<file path="src/rtl/alu_op_sequencer.sv">
// alu_op_sequencer: front-panel controller that loads A/B operands and an opcode, issues the ALU operation and flags valid results.
// Ports:
//   clk, reset (async, active-low)
//   sw_data            operand switches
//   btn_enter_n        enter/next button (active-low, async)
//   btn_mode_n         mode-cycle button (active-low, async)
//   btn_clear_n        clear/abort button (active-low, async)
//   op_btn_n[3:0]      opcode buttons (active-low, async)
//   A_num, B_num       operands to datapath
//   operations_buttons active-low one-hot opcode, 4'b1111 = none
//   change_mode        ALU mode/group select
//   alu_start          one-cycle issue pulse
//   result_valid       display registers valid
//   state_code         FSM state for LEDs
// Build option: define DEBOUNCE_EN to insert a DB_CYCLES stability filter on every button.
module alu_op_sequencer #(
  parameter int N         = 2,
  parameter int ALU_LAT   = 2,
  parameter int DB_CYCLES = 16
) (
  input  logic         clk,
  input  logic         reset,
  input  logic [N-1:0] sw_data,
  input  logic         btn_enter_n,
  input  logic         btn_mode_n,
  input  logic         btn_clear_n,
  input  logic [3:0]   op_btn_n,
  output logic [N-1:0] A_num,
  output logic [N-1:0] B_num,
  output logic [3:0]   operations_buttons,
  output logic [1:0]   change_mode,
  output logic         alu_start,
  output logic         result_valid,
  output logic [2:0]   state_code
);
  localparam int CW = $clog2(ALU_LAT + 1);
  if (ALU_LAT < 1 || DB_CYCLES < 1) begin : g_param_chk
    $error("alu_op_sequencer: ALU_LAT and DB_CYCLES must be >= 1");
  end
  typedef enum logic [2:0] {
    GET_A  = 3'd0,
    GET_B  = 3'd1,
    GET_OP = 3'd2,
    ISSUE  = 3'd3,
    WAIT   = 3'd4,
    SHOW   = 3'd5
  } state_t;
  state_t state, state_n;
  // Button bit order: {op[3:0], clear, mode, enter}; idle level is 1 so reset leaves no pending press.
  logic [6:0] s1, s2, lvl, lvl_d, press;
  always_ff @(posedge clk or negedge reset)
    if (!reset) begin
      s1    <= '1;
      s2    <= '1;
      lvl_d <= '1;
    end else begin
      s1    <= {op_btn_n, btn_clear_n, btn_mode_n, btn_enter_n};
      s2    <= s1;
      lvl_d <= lvl;
    end
`ifdef DEBOUNCE_EN
  localparam int DW = $clog2(DB_CYCLES + 1);
  logic [6:0]    db;
  logic [DW-1:0] db_cnt [7];
  // The debounced level only follows s2 after DB_CYCLES consecutive cycles of disagreement.
  always_ff @(posedge clk or negedge reset)
    if (!reset) begin
      db <= '1;
      for (int j = 0; j < 7; j++) db_cnt[j] <= '0;
    end else begin
      for (int j = 0; j < 7; j++)
        if (s2[j] == db[j]) db_cnt[j] <= '0;
        else if (db_cnt[j] == DW'(DB_CYCLES - 1)) begin
          db[j]     <= s2[j];
          db_cnt[j] <= '0;
        end else db_cnt[j] <= db_cnt[j] + 1'b1;
    end
  assign lvl = db;
`else
  assign lvl = s2;
`endif
  assign press = lvl_d & ~lvl;
  logic       clr_p, ent_p, op_p, mode_p;
  logic [1:0] op_idx;
  assign clr_p  = press[2];
  assign ent_p  = press[0] & ~clr_p;
  assign op_p   = |press[6:3] & ~clr_p & ~ent_p;
  assign mode_p = press[1] & ~clr_p & ~ent_p & ~op_p;
  assign op_idx = press[3] ? 2'd0 : press[4] ? 2'd1 : press[5] ? 2'd2 : 2'd3;
  logic [N-1:0]  a_n, b_n;
  logic [3:0]    ops_n;
  logic [1:0]    mode_n, op_sel, sel_n;
  logic          op_vld, vld_n;
  logic [CW-1:0] cnt, cnt_n;
  always_ff @(posedge clk or negedge reset)
    if (!reset) begin
      state              <= GET_A;
      A_num              <= '0;
      B_num              <= '0;
      operations_buttons <= 4'b1111;
      change_mode        <= '0;
      op_sel             <= '0;
      op_vld             <= 1'b0;
      cnt                <= '0;
    end else begin
      state              <= state_n;
      A_num              <= a_n;
      B_num              <= b_n;
      operations_buttons <= ops_n;
      change_mode        <= mode_n;
      op_sel             <= sel_n;
      op_vld             <= vld_n;
      cnt                <= cnt_n;
    end
  always_comb begin
    state_n = state;
    a_n     = A_num;
    b_n     = B_num;
    ops_n   = operations_buttons;
    sel_n   = op_sel;
    vld_n   = op_vld;
    cnt_n   = cnt;
    mode_n  = change_mode;
    if (clr_p) begin
      state_n = GET_A;
      a_n     = '0;
      b_n     = '0;
      ops_n   = 4'b1111;
      vld_n   = 1'b0;
    end else begin
      case (state)
        GET_A: if (ent_p) begin
          a_n     = sw_data;
          state_n = GET_B;
        end
        GET_B: if (ent_p) begin
          b_n     = sw_data;
          state_n = GET_OP;
        end
        GET_OP: begin
          state_n = ent_p && op_vld ? ISSUE : GET_OP;
          if (op_p) begin
            sel_n = op_idx;
            vld_n = 1'b1;
          end
        end
        ISSUE: begin
          ops_n   = ~(4'b0001 << op_sel);
          cnt_n   = '0;
          state_n = WAIT;
        end
        WAIT: begin
          state_n = cnt == CW'(ALU_LAT - 1) ? SHOW : WAIT;
          cnt_n   = cnt + 1'b1;
        end
        SHOW: state_n = ent_p ? GET_A : mode_p ? GET_OP : SHOW;
        default: state_n = GET_A;
      endcase
      // Mode is frozen while an operation is in flight.
      if (mode_p && state != ISSUE && state != WAIT) mode_n = change_mode + 1'b1;
    end
  end
  assign alu_start    = state == ISSUE;
  assign result_valid = state == SHOW;
  assign state_code   = state;
endmodule

</file>
<file path="config.mk">
export PLATFORM = sky130hd
export DESIGN_NAME = alu_op_sequencer
export DESIGN_NICKNAME = d
export VERILOG_FILES = /design/src/rtl/alu_op_sequencer.sv
export SDC_FILE = /design/constraint.sdc
export NUM_CORES = 1
export LEC_CHECK = 0
export BUFFER_PORTS_ARGS = -buffer_cell sky130_fd_sc_hd__clkbuf_2
export CAP_MARGIN = 30
export CORE_MARGIN = 3
export CORE_UTILIZATION = 50
export CTS_CLUSTER_SIZE = 20
export DETAILED_ROUTE_END_ITERATION = 10
export PLACE_DENSITY = 0.72
export SLEW_MARGIN = 20
export SYNTH_ARGS = -nofsm -noshare
export SYNTH_HDL_FRONTEND = slang
export SYNTH_SLANG_ARGS = --single-unit
</file>
<file path="constraint.sdc">
create_clock -name clk -period 3.5 [get_ports clk]
set_input_delay 0.175 -clock clk [delete_from_list [all_inputs] [get_ports clk]]
set_output_delay 0.175 -clock clk [all_outputs]
set_load 0.05 [all_outputs]
</file>
**Word level (Yosys, flattened, before mapping)**

Index checks and enable logic that the tools add are counted.

- Input port bits: 11
- Flip-flop bits (word level): 39
- Output and inout bits: 15

- $add $sub $neg: 2
- Shifts and indexed selects: 1
- Mux-type cells: 22
- Equality and inequality tests: 10
- Bitwise gates (word level): 12
- Reductions and logical operators: 19

Operators by type and width:

| kind | number |
|---|---|
| 3-bit case mux with 6 select lines | 1 |
| 3-bit 2-to-1 mux | 5 |
| 2-bit 2-to-1 mux | 7 |
| 2-bit nonzero test | 7 |
| 2-bit AND reduction | 6 |
| 3-bit != test (second input constant) | 3 |
| 4-bit 2-to-1 mux | 2 |
| 7-bit bitwise AND | 1 |
| 7-bit NOT | 1 |
| 1-bit bitwise AND | 6 |
| 3-bit by 2-bit equality test with 1-bit output (second input constant) | 2 |
| 3-bit equality test (second input constant) | 2 |
| 1-bit 2-to-1 mux | 6 |
| 2-bit by 1-bit adder with 2-bit output (second input constant) | 2 |
| 4-bit NOT | 1 |
| 2-bit case mux with 2 select lines | 1 |
| 4-bit OR reduction | 1 |
| 1-bit by 2-bit left shift with 4-bit output (first input constant) | 1 |
| 3-bit by 1-bit equality test with 1-bit output (second input constant) | 1 |
| 1-bit logical AND | 3 |
| 3-bit logical NOT | 1 |
| 3-bit by 2-bit != test with 1-bit output (second input constant) | 1 |
| 1-bit NOT | 3 |
| 3-bit AND reduction | 1 |
| 2-bit by 1-bit equality test with 1-bit output (second input constant) | 1 |

**Longest topological paths before layout**

- Depth in word-level cells: 12
- Depth in mapped cells: 6

**Worst setup path before layout**

OpenSTA, ideal clock, no wires.

- Path kind: flip-flop to flip-flop
- Start: register state[0], in the netlist state_code[0]
- End: register state[1], in the netlist state_code[1]
- Data required time: 3.418 ns
- Cell stages (with the launch flop): 6
- Clock period less this slack: 2.013 ns
- Library setup time: 0.082 ns
- Path buffers: 1
- Slack: 1.487 ns
- Arrival: 1.931 ns
- Path through: dfrtp_1 clkbuf_1 nor2b_1 and2_1 nand3_1 a31oi_1

- Word-level cells in the longest chain between the ends: 3
- Elaborated cells between the ends (all ways): 11
- Those cells by class: eq/ne (7); mux (2); reduce/logical (2)

Ends and longest elaborated chain:

| element | line | source |
|---|---|---|
| start: declaration | 48 | `state_t state, state_n;` |
| start signal: assignment | 106 | `state <= state_n;` |
| 3-bit equality test | -- |  |
| net result_valid | 33 | `output logic result_valid,` |
| 3-bit case mux with 6 select lines | 131 | `case (state)` |
| 3-bit 2-to-1 mux | 124 | `if (clr_p) begin` |

The timed path passes the listed nets, and every way through them passes these cells.
A chain may end at the register's enable or synchronous reset.

**Worst setup path in the final report**

- Start: register state[2], in the netlist state_code[2]
- End: output port alu_start

- Word-level cells in the longest chain between the ends: 1

Ends and longest elaborated chain:

| element | line | source |
|---|---|---|
| 3-bit by 2-bit equality test with 1-bit output | 163 | `assign alu_start = state == ISSUE;` |
| end: declaration | 32 | `output logic alu_start,` |

Every way passes these cells.

==> flow_summary.ini <==
[floorplan]
initial_core_util_pct = 53.9
die_y_microns = 61.4
die_w_microns = 61.4
num_rows = 19
die_area_sq_mm = 0.00377
fp.coreArea_sq_mm = 0.00285
io_pins = 26

[power_and_ir_drop]
finalPower_mw = 1.26
cellLeakagePower_nw = 0.824
ir_drop_uv = 359
power_density_mw_per_mm2 = 679

[cts]
cts-root-buf = clkbuf_4
clock_path_buffers = 2
clk_latency_ps = 350
cts_buffers = 5
htreeDepth = 2
path_clk_slew_ps = 120
cts_tree = yes
cts_setup_buffers = 0
cts.sinks = 39

[yosys]
ys_seq_area_share_pct = 65.6
synth-edff-count = 0
async_reset_ff_share_pct = 100
synth.distinct_cells = 32
synthCells = 128
syn_area_per_cell_sq_um = 12.0
ys_warn_count = 0
syn-cell-area_sq_mm = 0.00154
synth_nets = 140
ys_seq_elements = 39
synth_ff_type = dfstp_2

[placement]
gp_congestion = 0.794
dp_hpwl_mm = 1.87
dpl.cell_count = 179
port_buffers = 25

[setup_path]
worstPathRequired_ps = 3320
startpoint_type = flop
cp-end-kind = output pin
cp_max_fo = 11
arrival_ps = 1730
worstSetupPathType = reg -> out

[sta]
hold_viol_final = 0
tightest_slew_ps = 669
max_slew_margin_pct = 55.3
setup_tns_ps = 0
finalSetupViolCount = 0
whs_ps = 51.0
fin_skew_ps = 14.8
post-route-min-period_ps = 1900
fin_crit_sh_pct = 54.4
rsz0062_at_grt = no
fmax_mhz = 525
slew_viol_final = 0

[final_layout]
mostFrequentLayoutCells = 25 x clkbuf_2, 25 x dfstp_2, 14 x dfrtp_1
fillers = 230
finalNonFillerCells = 196
nets = 176
drive_gt1_share_pct = 38.2
area.growth.synth_to_final_pct = 20.6
insertedDiodeCount = 0

[routing]
postRouteAntennaNets = 0
met2WireLength_mm = 1.28
wl_met1_mm = 1.33
drc = 0
firstDrtPassIters = 4
drt_iter0_drc = 54
vias = 1072
wl_met3_microns = 152
vias_per_cell = 5.47
maxUsedRoutingLayer = met4
wl_per_cell_microns = 14.4
totalWireLength_mm = 2.82

[grt]
grt_max_degree = 40
grt_pass1_vias = 1029
track_usage_pct = 16.9
grt_first_pass_wirelength_mm = 4.52
grt_remaining_overflow = 0
grt_antenna_before_repair = 0

[flow_run]
cap_violations = 0

[status]
outcome = complete, no violations

[worst_hold_path]
hp-class = in -> reg
critical path, cell delays in order, from the launching register on:
cell	delay [ps]
dfrtp_1	520
nand3b_1	330
inv_1	220
clkbuf_2	310
power breakdown:
| group | internal [mW] | total, mW | switching, mW | leakage, nW |
|---|---|---|---|---|
| clock network | 0.122 | 0.271 | 0.149 | 0.0367 |
| registers | 0.537 | 0.616 | 0.0795 | 0.444 |
| logic | 0.117 | 0.372 | 0.255 | 0.343 |
worst paths after layout:
check                      depth (start not counted)  slack, ps                      start                                 to
max                                                3       1600  state_code[2]$_DFFE_PN0P_                          alu_start
max reg2reg                                        3       1790         lvl_d[2]$_DFF_PN1_                 cnt[1]$_DFFE_PN0P_
min                                                3         50                 sw_data[1]               A_num[1]$_DFFE_PN0P_
max in group asynchronous                          3       2790                      reset  operations_buttons[1]$_DFFE_PN1P_
min in group asynchronous                          2        200                      reset                 cnt[0]$_DFFE_PN0P_
min reg2reg                                        0        360            s1[1]$_DFF_PN1_                   lvl[1]$_DFF_PN1_
routing by layer:
| metal | up-vias | track usage [%] |
|---|---|---|
| met2 | 30 | 26.3 |
| met1 | 513 | 21.0 |
| li1 | 522 | - |
| met3 | 7 | 6.50 |
| met5 | - | 0 |
| met4 | 0 | 7.58 |
state kept, by name, summed over array words and instances, names as in the netlist:
name and count:
op_vld 1, op_sel 2, lvl 7, lvl_d 7
state_code 3, A_num 2, operations_buttons 4, s1 7
change_mode 2, cnt 2, B_num 2
layout make-up:
cell class	count	area (sq um)	share of cell area (%)
clock buffer	7	66.3	3.58
clock inverter	1	7.51	0.405
timing repair buffer	34	225	12.2
multi-input combinational	81	497	26.8
tap	31	38.8	2.09
sequential	39	1010	54.4
inverter	3	11.3	0.608
stage by stage:
| stage | worst slack [ps] | utilization, % | instance area [sq um] |
|---|---|---|---|
| 2_1_floorplan | 1490 | - | 1540 |
| 3_3_place_gp | 1860 | 58.9 | 1680 |
| 3_5_place_dp | 1810 | 58.9 | 1680 |
| 4_1_cts | 1600 | 64.3 | 1830 |
| 5_1_grt | 1470 | 65.0 | 1850 |
| 6_report | 1600 | 65.0 | 1850 |
logic make-up after synthesis:
logic type	count (synthesis)	share of synthesized area, %
XOR/XNOR	2	1.14
adder cells (fa/ha/maj)	1	0.814
buffers and inverters	8	2.12
AO/OA/AOI/OAI	25	10.3
AND/OR/NAND/NOR	53	20.1
flip-flops	39	65.6
cells in the mapped netlist (all sizes together) (3+ instances only):
master	instances	area, sq um
dfstp	25	657
dfrtp	14	350
nand2	11	41.3
nor2	10	37.5
a21oi	7	35.0
nand3	7	35.0
nor2b	7	51.3
o21ai	7	35.0
a221oi	3	26.3
clkbuf	3	11.3
inv	3	11.3
nand2b	3	18.8
nor3	3	15.0
nor3b	3	27.5
what timing repair did:
action | CTS | global route
hold endpoints to repair | 21 | 0
hold buffers | 8 | 0
gates resized for setup | 0 | 0
Power figures use the tool's default switching activity.
